$ cat config.mk
export PLATFORM = sky130hd
export DESIGN_NAME = poly_inverse
export DESIGN_NICKNAME = d
export VERILOG_FILES = /design/src/rtl/poly_pkg.sv /design/src/rtl/poly_inverse_control.sv /design/src/rtl/poly_inverse_datapath.sv /design/src/rtl/poly_inverse.sv
export SDC_FILE = /design/constraint.sdc
export NUM_CORES = 1
export LEC_CHECK = 0
export CELL_PAD_IN_SITES_DETAIL_PLACEMENT = 1
export CELL_PAD_IN_SITES_GLOBAL_PLACEMENT = 2
export CORE_UTILIZATION = 36
export DETAILED_ROUTE_END_ITERATION = 7
export GPL_TIMING_DRIVEN = 0
export PLACE_DENSITY = 0.87
export SYNTH_ARGS = -nofsm -noshare
export SYNTH_HDL_FRONTEND = slang
export SYNTH_SLANG_ARGS = --single-unit
$ cat constraint.sdc
create_clock -name clk -period 7.6 [get_ports clk]
set_clock_uncertainty 0.15 [all_clocks]
set_input_delay 1.52 -clock clk [delete_from_list [all_inputs] [get_ports clk]]
set_output_delay 1.52 -clock clk [all_outputs]
set_load 0.02 [all_outputs]
$ cat src/rtl/poly_pkg.sv
// Shared types for the polynomial evaluator / inverse pair: FSM encoding,
// ALU operand selects and the control-to-datapath enable bundle.
package poly_pkg;

  localparam int POLY_WIDTH = 8;

  typedef enum logic [3:0] {
    S_LOAD_A      = 4'd0,
    S_LOAD_A_WAIT = 4'd1,
    S_LOAD_B      = 4'd2,
    S_LOAD_B_WAIT = 4'd3,
    S_LOAD_C      = 4'd4,
    S_LOAD_C_WAIT = 4'd5,
    S_LOAD_Y      = 4'd6,
    S_LOAD_Y_WAIT = 4'd7,
    S_INIT        = 4'd8,
    S_EVAL_0      = 4'd9,
    S_EVAL_1      = 4'd10,
    S_EVAL_2      = 4'd11,
    S_EVAL_3      = 4'd12,
    S_CMP         = 4'd13,
    S_DONE        = 4'd14
  } state_e;

  typedef enum logic {
    ALU_A_T = 1'b0,
    ALU_A_C = 1'b1
  } alu_asel_e;

  typedef enum logic [1:0] {
    ALU_B_X = 2'd0,
    ALU_B_B = 2'd1,
    ALU_B_A = 2'd2
  } alu_bsel_e;

  typedef enum logic {
    ALU_ADD = 1'b0,
    ALU_MUL = 1'b1
  } alu_op_e;

  typedef struct packed {
    logic      ld_a;
    logic      ld_b;
    logic      ld_c;
    logic      ld_y;
    logic      x_clr;
    logic      t_ld;
    logic      cmp_en;
    alu_asel_e asel;
    alu_bsel_e bsel;
    alu_op_e   op;
  } ctrl_t;

endpackage

$ cat src/rtl/poly_inverse_control.sv
// Sequencer for the inverse search: press/release operand loading, then a
// five-state Horner evaluation loop per candidate x. All outputs are Moore.
module poly_inverse_control
  import poly_pkg::*;
(
  input  logic  clk,
  input  logic  resetn,
  input  logic  go,
  input  logic  t_eq_y,
  input  logic  x_max,
  output ctrl_t ctrl,
  output logic  done,
  output logic  busy
);

  state_e state;

  always_ff @(posedge clk) begin
    if (!resetn) begin
      state <= S_LOAD_A;
    end else begin
      case (state)
        S_LOAD_A:      state <= go ? S_LOAD_A_WAIT : S_LOAD_A;
        S_LOAD_A_WAIT: state <= go ? S_LOAD_A_WAIT : S_LOAD_B;
        S_LOAD_B:      state <= go ? S_LOAD_B_WAIT : S_LOAD_B;
        S_LOAD_B_WAIT: state <= go ? S_LOAD_B_WAIT : S_LOAD_C;
        S_LOAD_C:      state <= go ? S_LOAD_C_WAIT : S_LOAD_C;
        S_LOAD_C_WAIT: state <= go ? S_LOAD_C_WAIT : S_LOAD_Y;
        S_LOAD_Y:      state <= go ? S_LOAD_Y_WAIT : S_LOAD_Y;
        S_LOAD_Y_WAIT: state <= go ? S_LOAD_Y_WAIT : S_INIT;
        S_INIT:        state <= S_EVAL_0;
        S_EVAL_0:      state <= S_EVAL_1;
        S_EVAL_1:      state <= S_EVAL_2;
        S_EVAL_2:      state <= S_EVAL_3;
        S_EVAL_3:      state <= S_CMP;
        S_CMP:         state <= (t_eq_y || x_max) ? S_DONE : S_EVAL_0;
        S_DONE:        state <= S_LOAD_A;
        default:       state <= S_LOAD_A;
      endcase
    end
  end

  // Horner steps: t = c*x, t+b, t*x, t+a
  always_comb begin
    ctrl = '0;
    ctrl.asel = ALU_A_T;
    ctrl.bsel = ALU_B_X;
    ctrl.op   = ALU_ADD;
    case (state)
      S_LOAD_A: ctrl.ld_a  = 1'b1;
      S_LOAD_B: ctrl.ld_b  = 1'b1;
      S_LOAD_C: ctrl.ld_c  = 1'b1;
      S_LOAD_Y: ctrl.ld_y  = 1'b1;
      S_INIT:   ctrl.x_clr = 1'b1;
      S_EVAL_0: begin
        ctrl.t_ld = 1'b1; ctrl.asel = ALU_A_C; ctrl.bsel = ALU_B_X; ctrl.op = ALU_MUL;
      end
      S_EVAL_1: begin
        ctrl.t_ld = 1'b1; ctrl.asel = ALU_A_T; ctrl.bsel = ALU_B_B; ctrl.op = ALU_ADD;
      end
      S_EVAL_2: begin
        ctrl.t_ld = 1'b1; ctrl.asel = ALU_A_T; ctrl.bsel = ALU_B_X; ctrl.op = ALU_MUL;
      end
      S_EVAL_3: begin
        ctrl.t_ld = 1'b1; ctrl.asel = ALU_A_T; ctrl.bsel = ALU_B_A; ctrl.op = ALU_ADD;
      end
      S_CMP:    ctrl.cmp_en = 1'b1;
      default:  ;
    endcase
  end

  always_comb begin
    busy = (state >= S_INIT) && (state <= S_CMP);
    done = (state == S_DONE);
  end

endmodule

$ cat src/rtl/poly_inverse_datapath.sv
// Operand/candidate registers, the shared add/multiply ALU and the compare.
// The CMP decision (record hit, record miss, or advance x) is made here.
module poly_inverse_datapath
  import poly_pkg::*;
#(
  parameter int WIDTH = POLY_WIDTH
) (
  input  logic             clk,
  input  logic             resetn,
  input  logic [WIDTH-1:0] data_in,
  input  ctrl_t            ctrl,
  output logic             t_eq_y,
  output logic             x_max,
  output logic [WIDTH-1:0] data_result,
  output logic             found
);

  logic [WIDTH-1:0] a, b, c, y, x, t;
  logic [WIDTH-1:0] op_a, op_b, alu_out;

  always_comb begin
    op_a = (ctrl.asel == ALU_A_C) ? c : t;
    case (ctrl.bsel)
      ALU_B_B: op_b = b;
      ALU_B_A: op_b = a;
      default: op_b = x;
    endcase
    alu_out = (ctrl.op == ALU_MUL) ? op_a * op_b : op_a + op_b;
  end

  assign t_eq_y = (t == y);
  assign x_max  = (x == {WIDTH{1'b1}});

  always_ff @(posedge clk) begin
    if (!resetn) begin
      a <= '0; b <= '0; c <= '0; y <= '0; x <= '0; t <= '0;
      data_result <= '0;
      found       <= 1'b0;
    end else begin
      if (ctrl.ld_a)  a <= data_in;
      if (ctrl.ld_b)  b <= data_in;
      if (ctrl.ld_c)  c <= data_in;
      if (ctrl.ld_y)  y <= data_in;
      if (ctrl.x_clr) x <= '0;
      if (ctrl.t_ld)  t <= alu_out;
      if (ctrl.cmp_en) begin
        if (t_eq_y) begin
          data_result <= x;
          found       <= 1'b1;
        end else if (x_max) begin
          data_result <= '0;
          found       <= 1'b0;
        end else begin
          x <= x + 1'b1;
        end
      end
    end
  end

endmodule

$ cat src/rtl/poly_inverse.sv
// Smallest-x solver for (C*x^2 + B*x + A) mod 2^WIDTH == Y; wiring only.
module poly_inverse
  import poly_pkg::*;
#(
  parameter int WIDTH = POLY_WIDTH
) (
  input  logic             clk,
  input  logic             resetn,
  input  logic             go,
  input  logic [WIDTH-1:0] data_in,
  output logic [WIDTH-1:0] data_result,
  output logic             found,
  output logic             done,
  output logic             busy
);

  ctrl_t ctrl;
  logic  t_eq_y, x_max;

  poly_inverse_control u_ctrl (
    .clk    (clk),
    .resetn (resetn),
    .go     (go),
    .t_eq_y (t_eq_y),
    .x_max  (x_max),
    .ctrl   (ctrl),
    .done   (done),
    .busy   (busy)
  );

  poly_inverse_datapath #(.WIDTH(WIDTH)) u_dp (
    .clk         (clk),
    .resetn      (resetn),
    .data_in     (data_in),
    .ctrl        (ctrl),
    .t_eq_y      (t_eq_y),
    .x_max       (x_max),
    .data_result (data_result),
    .found       (found)
  );

endmodule

### After elaboration in Yosys (flattened, before gate mapping)

Cells that the tools add are included.

| operators by class | value |
|---|---|
| $add $sub $neg | 2 |
| multipliers | 1 |
| order comparisons | 2 |
| equality and inequality tests | 18 |
| muxes and demuxes | 29 |
| reductions and logical operators | 6 |

Operator list:

| operator | number |
|---|---|
| 2-to-1 mux 8 bit | 8 |
| one-hot mux 4 bit (14 select lines) | 1 |
| == test 4 bit, second input constant | 7 |
| == test 4 x 3 -> 1 bit, second input constant | 4 |
| one-hot mux 4 bit (4 select lines) | 1 |
| one-hot mux 8 bit (2 select lines) | 1 |
| 2-to-1 mux 1 bit | 13 |
| adder 8 x 1 -> 8 bit, second input constant | 1 |
| adder 8 bit | 1 |
| == test 4 x 2 -> 1 bit, second input constant | 2 |
| == test 8 bit | 1 |
| == test 8 bit, second input constant | 1 |
| multiplier 8 x 8 -> 8 bit | 1 |
| 2-to-1 mux 3 bit | 2 |
| == test 4 x 1 -> 1 bit, second input constant | 1 |
| >= comparator 4 bit, second input constant | 1 |
| less-or-equal comparator 4 bit, second input constant | 1 |
| logical NOT 4 bit | 1 |
| 2-to-1 mux 2 bit | 2 |
| 2-to-1 mux 4 bit | 1 |
| OR reduction 4 bit | 1 |
| == test 2 x 1 -> 1 bit, second input constant | 1 |
| == test 2 bit, second input constant | 1 |
| AND reduction 2 bit | 1 |
| 3 further kinds | 3 |

| storage, ports and cells | value |
|---|---|
| register bits | 61 |
| output and inout bits | 11 |

### Longest topological paths before layout

Gate-level depths: netlist of run 1.

| depth | value |
|---|---|
| word-level depth | 6 |
| gate-level depth with buffers | 25 |

### Modules after synthesis

Synthesis of run 1 repeated with hierarchy kept, for this count alone.

| unflattened totals | value |
|---|---|
| cells, all modules | 473 |
| area, all modules | 4229.1 um2 |

By module, submodules not included:

| module | instances | cells an instance | area an instance (um2) | seq. area each (um2) |
|---|---|---|---|---|
| poly_inverse_datapath | 1 | 420 | 3856.2 | 1141.1 |
| poly_inverse_control | 1 | 53 | 372.9 | 80.1 |

### Worst setup path before layout of run 1

No wires, ideal clock.

| path | value |
|---|---|
| kind | register to register |
| start point | register u_ctrl.state[3] |
| end point | register u_dp.t[7] |
| setup time | 0.136 ns |
| arrival time | 5.192 ns |
| data required time | 7.314 ns |
| path slack | 2.122 ns |
| cell stages (with the launch flop) | 22 |
| buffers on the path | 2 |
| cell sequence | dfxtp_1 -> clkbuf_1 -> nor2b_1 -> nor2b_1 -> ha_1 -> clkbuf_1 -> a22oi_1 -> o21ai_1 -> nand2_1 -> fa_1 -> fa_1 -> inv_1 -> fa_1 -> inv_1 -> fa_1 -> xnor2_1 -> xnor2_1 -> xnor2_1 -> xnor2_1 -> xnor3_1 -> mux2i_1 -> a31oi_1 |

| on the way | value |
|---|---|
| longest elaborated chain between the ends | 6 |

RTL lines:

| item | RTL line | text |
|---|---|---|
| from (decl) | poly_inverse_control.sv:16 | `state_e state;` |
| from (signal assigned) | poly_inverse_control.sv:23 | `S_LOAD_A: state <= go ? S_LOAD_A_WAIT : S_LOAD_A;` |
| from (signal assigned) | poly_inverse_control.sv:24 | `S_LOAD_A_WAIT: state <= go ? S_LOAD_A_WAIT : S_LOAD_B;` |
| from (signal assigned) | poly_inverse_control.sv:25 | `S_LOAD_B: state <= go ? S_LOAD_B_WAIT : S_LOAD_B;` |
| == test 4 bit | poly_inverse_control.sv:49 | `case (state)` |
| one-hot mux 4 bit (4 select lines) | poly_inverse_control.sv:49 |  |
| == test 2 bit / == test 2 x 1 -> 1 bit (equally long branches) | poly_inverse_datapath.sv:23 | `case (ctrl.bsel)` |
| one-hot mux 8 bit (2 select lines) | poly_inverse_datapath.sv:23 |  |
| multiplier 8 x 8 -> 8 bit / adder 8 bit (equally long branches) | poly_inverse_datapath.sv:28 | `alu_out = (ctrl.op == ALU_MUL) ? op_a * op_b : op_a + op_b;` |
| 2-to-1 mux 8 bit | poly_inverse_datapath.sv:28 |  |
| to (signal assigned) | poly_inverse_datapath.sv:45 | `if (ctrl.t_ld) t <= alu_out;` |
| to (decl) | poly_inverse_datapath.sv:18 | `logic [WIDTH-1:0] a, b, c, y, x, t;` |

Several ways; a longest one is shown, not always the timed one.
A chain may end at the register's enable or synchronous reset.

### Final worst setup path of run 1

Same ends and word-level chain as after synthesis.

==> flow_metrics.tcl, run 1 <==
set metrics [dict create \
    yosys.area_share.adder_pct 14.5 \
    p_int_mw 0.502 \
    p_clk_share_pct 45.8 \
    maxClockFrequency_mhz 153 \
    maxCapViolCount 0 \
    ys_types 54 \
    synth_xor_area_share_pct 5.75 \
    critical_path_class "flip-flop to flip-flop" \
    required_ns 7.66 \
    die_w_um 108 \
    power_leakage_nw 1.86 \
    startpoint "u_ctrl.state[3]" \
    antenna_found_initial 0 \
    setup.worst_path.end "u_dp.t[7]" \
    synth_sequential_area_ratio_pct 30.2 \
    nets 594 \
    placedInstanceArea_mm2 0.00444 \
    grt_overflow 0 \
    slew_violations 0 \
    r2r_cells 22 \
    num_rows 38 \
    synth-async-reset-ratio_pct 0 \
    ys.flop_type "dfxtp_1" \
    grt_pass1_wl_um 19800 \
    yosys.area.top_type_share_pct 30.2 \
    gp_congestion 0.846 \
    ir_drop_v 0.000115 \
    setup_ws_ns 1.08 \
    worstMarginPinSlew_ns 1.35 \
    vias_per_cell 5.34 \
    drt_iter0_markers 174 \
    synth_nets 562 \
    die_area_mm2 0.0117 \
    outcome "completed" \
    grt_usage_pct 22.4 \
    setup_tns_ns 0 \
    final_cell_area_mm2 0.00464 \
    cts_root_buf "clkbuf_8" \
    synth_simple_gate_area_share_pct 21.2 \
    r2r_start "u_ctrl.state[3]" \
    dp_hpwl_um 9260 \
    ant_nets 0 \
    timing.hold.ws_ns 0.309 \
    core-area_mm2 0.0109 \
    netlist_instances 512 \
    grt_pass1_vias 3851 \
    yosys_warnings 0 \
    r2r_end "u_dp.t[7]" \
    end_kind "flip-flop" \
    post_cts_buffers 0 \
    port_buffers 21 \
    p_per_area_mw_per_mm2 146 \
    clk_pin_slew_ns 0.08 \
    num_antenna_cells 0 \
    area_growth_pct 14.7 \
    fin_crit_sh_pct 85.8 \
    hold_viol 0 \
    cts_made_buffers 9 \
    ff2ff_setup_slack_ns 1.08 \
    synth_top_family_by_area "simple AND/OR/NAND/NOR gates" \
    synthMuxAreaShare_pct 4.94 \
    grt_max_degree 13 \
    synth_edf_count 0 \
    rsz0062_at_grt "false" \
    synth.avg_cell_area_um2 7.91 \
    min_period_ns 6.52 \
    cts_tree "built" \
    cts_hold_buffers 0 \
    io_pins 22 \
    yosysTopAreaCell "dfxtp_1" \
    switching_share_pct 26.0 \
    wl_per_cell_um 17.5 \
    seqPwrFrac_pct 48.5 \
    synth-compound-area-share_pct 16.6 \
    p_sw_mw 0.176 \
    drtPass1Iterations 4 \
    die_y_um 108 \
    netlist_top_cells_area "dfxtp_1 30%, ha_1 8.0%, nand2_1 7.6%" \
    initial_core_util_pct 37.2 \
    combPwrFrac_pct 5.7 \
    cts.path.max_buffers 2 \
    place_ws_ns 1.12 \
    synth_area_mm2 0.00405 \
    ys_seq_elements 61 \
    htree_levels 3 \
    totalWireLength_um 12100 \
    setup_violations 0 \
    cts.repair.resized 0 \
    crit_path_start_kind "flip-flop" \
    dr_total_vias 3677 \
    clkSinkCount 61 \
    drive_above_1_share_pct 5.28 \
    hold_class "flip-flop to flip-flop" \
    slew_headroom_pct 9.32 \
    clk_latency_ns 0.35 \
    cp_max_fo 10 \
    detail_route.drc_violations 0 \
    arrival_ns 6.58 \
]
[final cells by class]
cell class / instances / area (um^2)
clock buffers: 10 / 138
flip-flops and latches: 61 / 1220
well taps: 140 / 175
inverters: 49 / 184
multi-input cells: 380 / 2550
repair buffers: 21 / 210
plain buffers: 22 / 95.1
clock inverters: 6 / 71.3
fillers: 1338 / 6240
[worst max-delay path, stage by stage (launching register included)]
cell      delay, ns
dfxtp_1        0.44
clkbuf_1       0.41
nor2b_1        0.28
nor2b_1        0.25
ha_1           0.18
clkbuf_1       0.32
a22oi_1        0.16
o21ai_1        0.51
ha_1           0.25
inv_1          0.09
fa_1           0.55
inv_1          0.05
ha_1           0.31
fa_1           0.54
inv_1          0.05
fa_1           0.53
inv_1          0.04
ha_1           0.31
a21oi_1        0.18
xnor2_1        0.19
xnor3_1        0.27
mux2i_1        0.21
a31oi_1        0.11
[stage by stage]
step | power (mW) | std cells | util, %
finish | 0.678 | 689 | 42.7
global route | 0.701 | 689 | 42.7
CTS | 0.685 | 689 | 42.7
detailed placement | 0.375 | 673 | 40.7
global placement | 0.374 | 673 | 40.7
floorplan | 0.357 | 512 | -
[metal layers]
| metal | part of all wire, % | track usage [%] | routed length, um | vias up |
|---|---|---|---|---|
| li1 | - | - | - | 1792 |
| met4 | 1.9 | 5.97 | 231 | 0 |
| met5 | 0 | 0 | 0 | - |
| met1 | 46 | 28.1 | 5550 | 1809 |
| met2 | 50 | 39.2 | 5980 | 59 |
| met3 | 2.6 | 4.16 | 319 | 17 |
[sequential cells by signal, summed over array words and instances (netlist names)]
register and count:
u_dp.t 8, u_dp.x 8, u_ctrl.state 4, u_dp.y 8, u_dp.data_result 8, u_dp.a 8, u_dp.found 1, u_dp.b 8
u_dp.c 8
[cells in the final DEF (no fill, tap or decap), types with 3 or more instances in the layout]
cell and count:
o21ai_1 7, nand3b_1 10, a221o_1 5, a31oi_1 5, xnor2_1 22, nand3_1 9, inv_2 3, mux2i_1 16
or3_1 3, a21o_1 3, clkbuf_1 17, a21oi_1 55, clkdlybuf4s50_1 21, dfxtp_1 61, nand4_1 4, fa_1 13
clkbuf_8 10, nor2b_1 6, nand2_1 82, a211oi_1 7, nor2_1 50, nor3_1 3, o211ai_1 4, o21ai_0 14
nand2b_1 5, a22oi_1 3, ha_1 26, inv_1 46
[synthesized netlist by cell type (all sizes together), types with 6 or more instances]
library cell / n
nand3: 9
nand3b: 10
nand2: 82
a211oi: 7
o21ai: 21
fa: 13
xnor2: 22
ha: 26
nor2b: 6
a21oi: 55
inv: 49
dfxtp: 61
clkbuf: 17
nor2: 51
mux2i: 17
[worst min path at each step]
stage	startpoint	slack, ns	end	cells after the start
2_1_floorplan	u_dp.c[5]	0.28	u_dp.c[5]	2
3_3_place_gp	u_dp.c[5]	0.29	u_dp.c[5]	2
3_5_place_dp	u_dp.b[6]	0.30	u_dp.b[6]	2
4_1_cts	u_dp.c[1]	0.31	u_dp.c[1]	2
5_1_grt	u_dp.c[1]	0.32	u_dp.c[1]	2
6_report	u_dp.c[1]	0.31	u_dp.c[1]	2
[cell families after synthesis]
family                   after synthesis
multiplexers                          19
flip-flops                            61
AO/OA/AOI/OAI                        113
buffers and inverters                 71
adder cells (fa/ha/maj)               39
AND/OR/NAND/NOR                      184
XOR/XNOR                              25
[power groups by stage]
stage                     sequential (mW)  combinational [mW]  clock, mW
after floorplan                     0.335              0.0215          0
after global placement              0.336              0.0379          0
after detailed placement            0.336              0.0388          0
after CTS                           0.329              0.0389      0.317
after global routing                0.330              0.0422      0.329
final                               0.329              0.0387      0.311
Note: power is estimated with default switching activity, not from simulation.
==> run 2: changes to the inputs <==
--- a/config.mk
+++ b/config.mk
@@ -5,12 +5,14 @@
 export SDC_FILE = /design/constraint.sdc
 export NUM_CORES = 1
 export LEC_CHECK = 0
+export CAP_MARGIN = 40
 export CELL_PAD_IN_SITES_DETAIL_PLACEMENT = 1
 export CELL_PAD_IN_SITES_GLOBAL_PLACEMENT = 2
 export CORE_UTILIZATION = 36
 export DETAILED_ROUTE_END_ITERATION = 7
 export GPL_TIMING_DRIVEN = 0
 export PLACE_DENSITY = 0.87
+export SLEW_MARGIN = 10
 export SYNTH_ARGS = -nofsm -noshare
 export SYNTH_HDL_FRONTEND = slang
 export SYNTH_SLANG_ARGS = --single-unit
==> constraint.sdc (replaced) <==
create_clock -name clk -period 7.6 [get_ports clk]
set_clock_uncertainty 0.15 [all_clocks]
set_input_delay 1.52 -clock clk [delete_from_list [all_inputs] [get_ports clk]]
set_output_delay 1.52 -clock clk [all_outputs]
set_load 0.01 [all_outputs]
==> run 2 against run 1 <==
  * Routed wire length shrank 1.2%
  * Clock power shrank 1%
  * Non-clock buffer count grew 4
  * Sequential share of layout area shrank 0.092 points
  * Flip-flop and latch count is the same
  * Critical path depth is the same
  * Cell area grew 0.35%
  * Final cell count grew 0.58%
  * Largest cell class unchanged
  * Largest power group unchanged
==> flow_metrics.tcl, run 2 (synthesized netlist as in run 1, its figures left out) <==
set metrics [dict create \
    detail_route.drc_violations 0 \
    setup_violations 0 \
    critical_path.n_buffers_inverters 5 \
    power_leakage_nw 1.88 \
    p_per_area_mw_per_mm2 145 \
    cts.repair.resized 0 \
    crit_family "adder cells" \
    cts.path.max_buffers 2 \
    rsz0062_at_grt "false" \
    slew_headroom_pct 39.4 \
    clkSinkCount 61 \
    end_kind "flip-flop" \
    num_rows 38 \
    slew_violations 0 \
    crit_path_start_kind "flip-flop" \
    final_cell_mix "82 x nand2_1, 61 x dfxtp_1, 55 x a21oi_1" \
    cts_hold_buffers 0 \
    required_ns 7.67 \
    p_total_mw 0.675 \
    grt_max_degree 14 \
    wl_met1_um 5360 \
    grt_pass1_wl_um 19800 \
    place_ws_ns 1.11 \
    max_stage_delay_ns 0.55 \
    top_layer "met4" \
    mostFrequentLayoutCell "nand2_1" \
    met3_length_um 430 \
    worstMarginPinSlew_ns 0.902 \
    initial_core_util_pct 37.2 \
    cts_made_buffers 9 \
    fin_crit_sh_pct 85.2 \
    path_cells "clkbuf_1 > nor2b_1 > nor2b_1 > ha_1 > clkbuf_1 > a22oi_1 > o21ai_1 > ha_1 > inv_1 > fa_1 > inv_1 > ha_1 > fa_1 > inv_1 > fa_1 > xnor2_1 > xnor2_1 > xnor2_1 > xnor2_1 > xnor3_1 > mux2i_1 > a31oi_1" \
    hold_viol 0 \
    die_w_um 108 \
    cts_root_buf "clkbuf_8" \
    crit_top_cell "xnor2_1" \
    maxClockFrequency_mhz 154 \
    hold_class "flip-flop to flip-flop" \
    outcome "completed" \
    slowest_stage "fa_1" \
    grt_usage_pct 22.4 \
    utilization_pct 42.8 \
    ir_drop_v 0.0000881 \
    critical_path_class "flip-flop to flip-flop" \
    vias_per_cell 5.27 \
    setup_tns_ns 0 \
    fillers 1340 \
    die_y_um 108 \
    totalWireLength_um 11900 \
    route.met2.wl_um 5990 \
    clk_latency_ns 0.36 \
    wl_per_cell_um 17.2 \
    port_buffers 21 \
    core-area_mm2 0.0109 \
    drtPass1Iterations 4 \
    num_antenna_cells 0 \
    grt_pass1_vias 3779 \
    dp_hpwl_um 9290 \
    htree_levels 3 \
    antenna_found_initial 0 \
    setup_ws_ns 1.12 \
    placedInstanceArea_mm2 0.00446 \
    final_cell_area_mm2 0.00466 \
    post_cts_buffers 0 \
    nets 598 \
    maxCapViolCount 0 \
    cp_max_fo 10 \
    io_pins 22 \
    min_period_ns 6.48 \
    drt_iter0_markers 150 \
    dr_total_vias 3654 \
    drive_above_1_share_pct 5.97 \
    grt_overflow 0 \
    cts_tree "built" \
    clk_pin_slew_ns 0.09 \
    area_growth_pct 15.1 \
    gp_congestion 0.846 \
    ant_nets 0 \
    arrival_ns 6.55 \
    die_area_mm2 0.0117 \
]
## run 2: final cells by class
class,count,area (um^2),area share (%)
plain buffers,22,95.1,2.04
clock buffers,9,124,2.66
clock inverters,7,81.3,1.74
inverters,49,184,3.95
multi-input cells,380,2550,54.7
flip-flops and latches,61,1220,26.2
well taps,140,175,3.76
repair buffers,25,230,4.94
## run 2: per-layer routing
| metal | up-vias | GRT usage, % |
|---|---|---|
| li1 | 1801 | - |
| met1 | 1787 | 28.3 |
| met2 | 53 | 38.6 |
| met3 | 13 | 4.64 |
| met4 | 0 | 5.48 |
| met5 | - | 0 |
## run 2: worst paths after layout
path                    from        end  slack, ns  cells past startpoint
min reg2reg        u_dp.c[1]  u_dp.c[1]       0.31                      2
max          u_ctrl.state[3]  u_dp.t[7]       1.12                     22
max reg2reg  u_ctrl.state[3]  u_dp.t[7]       1.12                     22
min                u_dp.c[1]  u_dp.c[1]       0.31                      2
## run 2: power by group
group	internal, mW	leakage (nW)	switching, mW
combinational	0.0144	1.28	0.0246
sequential	0.325	0.494	0.00378
clock	0.156	0.101	0.151
## run 2: worst min-delay path, cell delays in order, from the launching register on
cell and delay [ns]:
dfxtp_1 0.31, nand2_1 0.05, a21oi_1 0.05
## run 2: through the flow
| step | hold slack (ns) | std cells |
|---|---|---|
| floorplan | 0.283 | 512 |
| global placement | 0.292 | 673 |
| finish | 0.309 | 693 |
| global route | 0.325 | 693 |
| CTS | 0.311 | 693 |
| detailed placement | 0.300 | 677 |
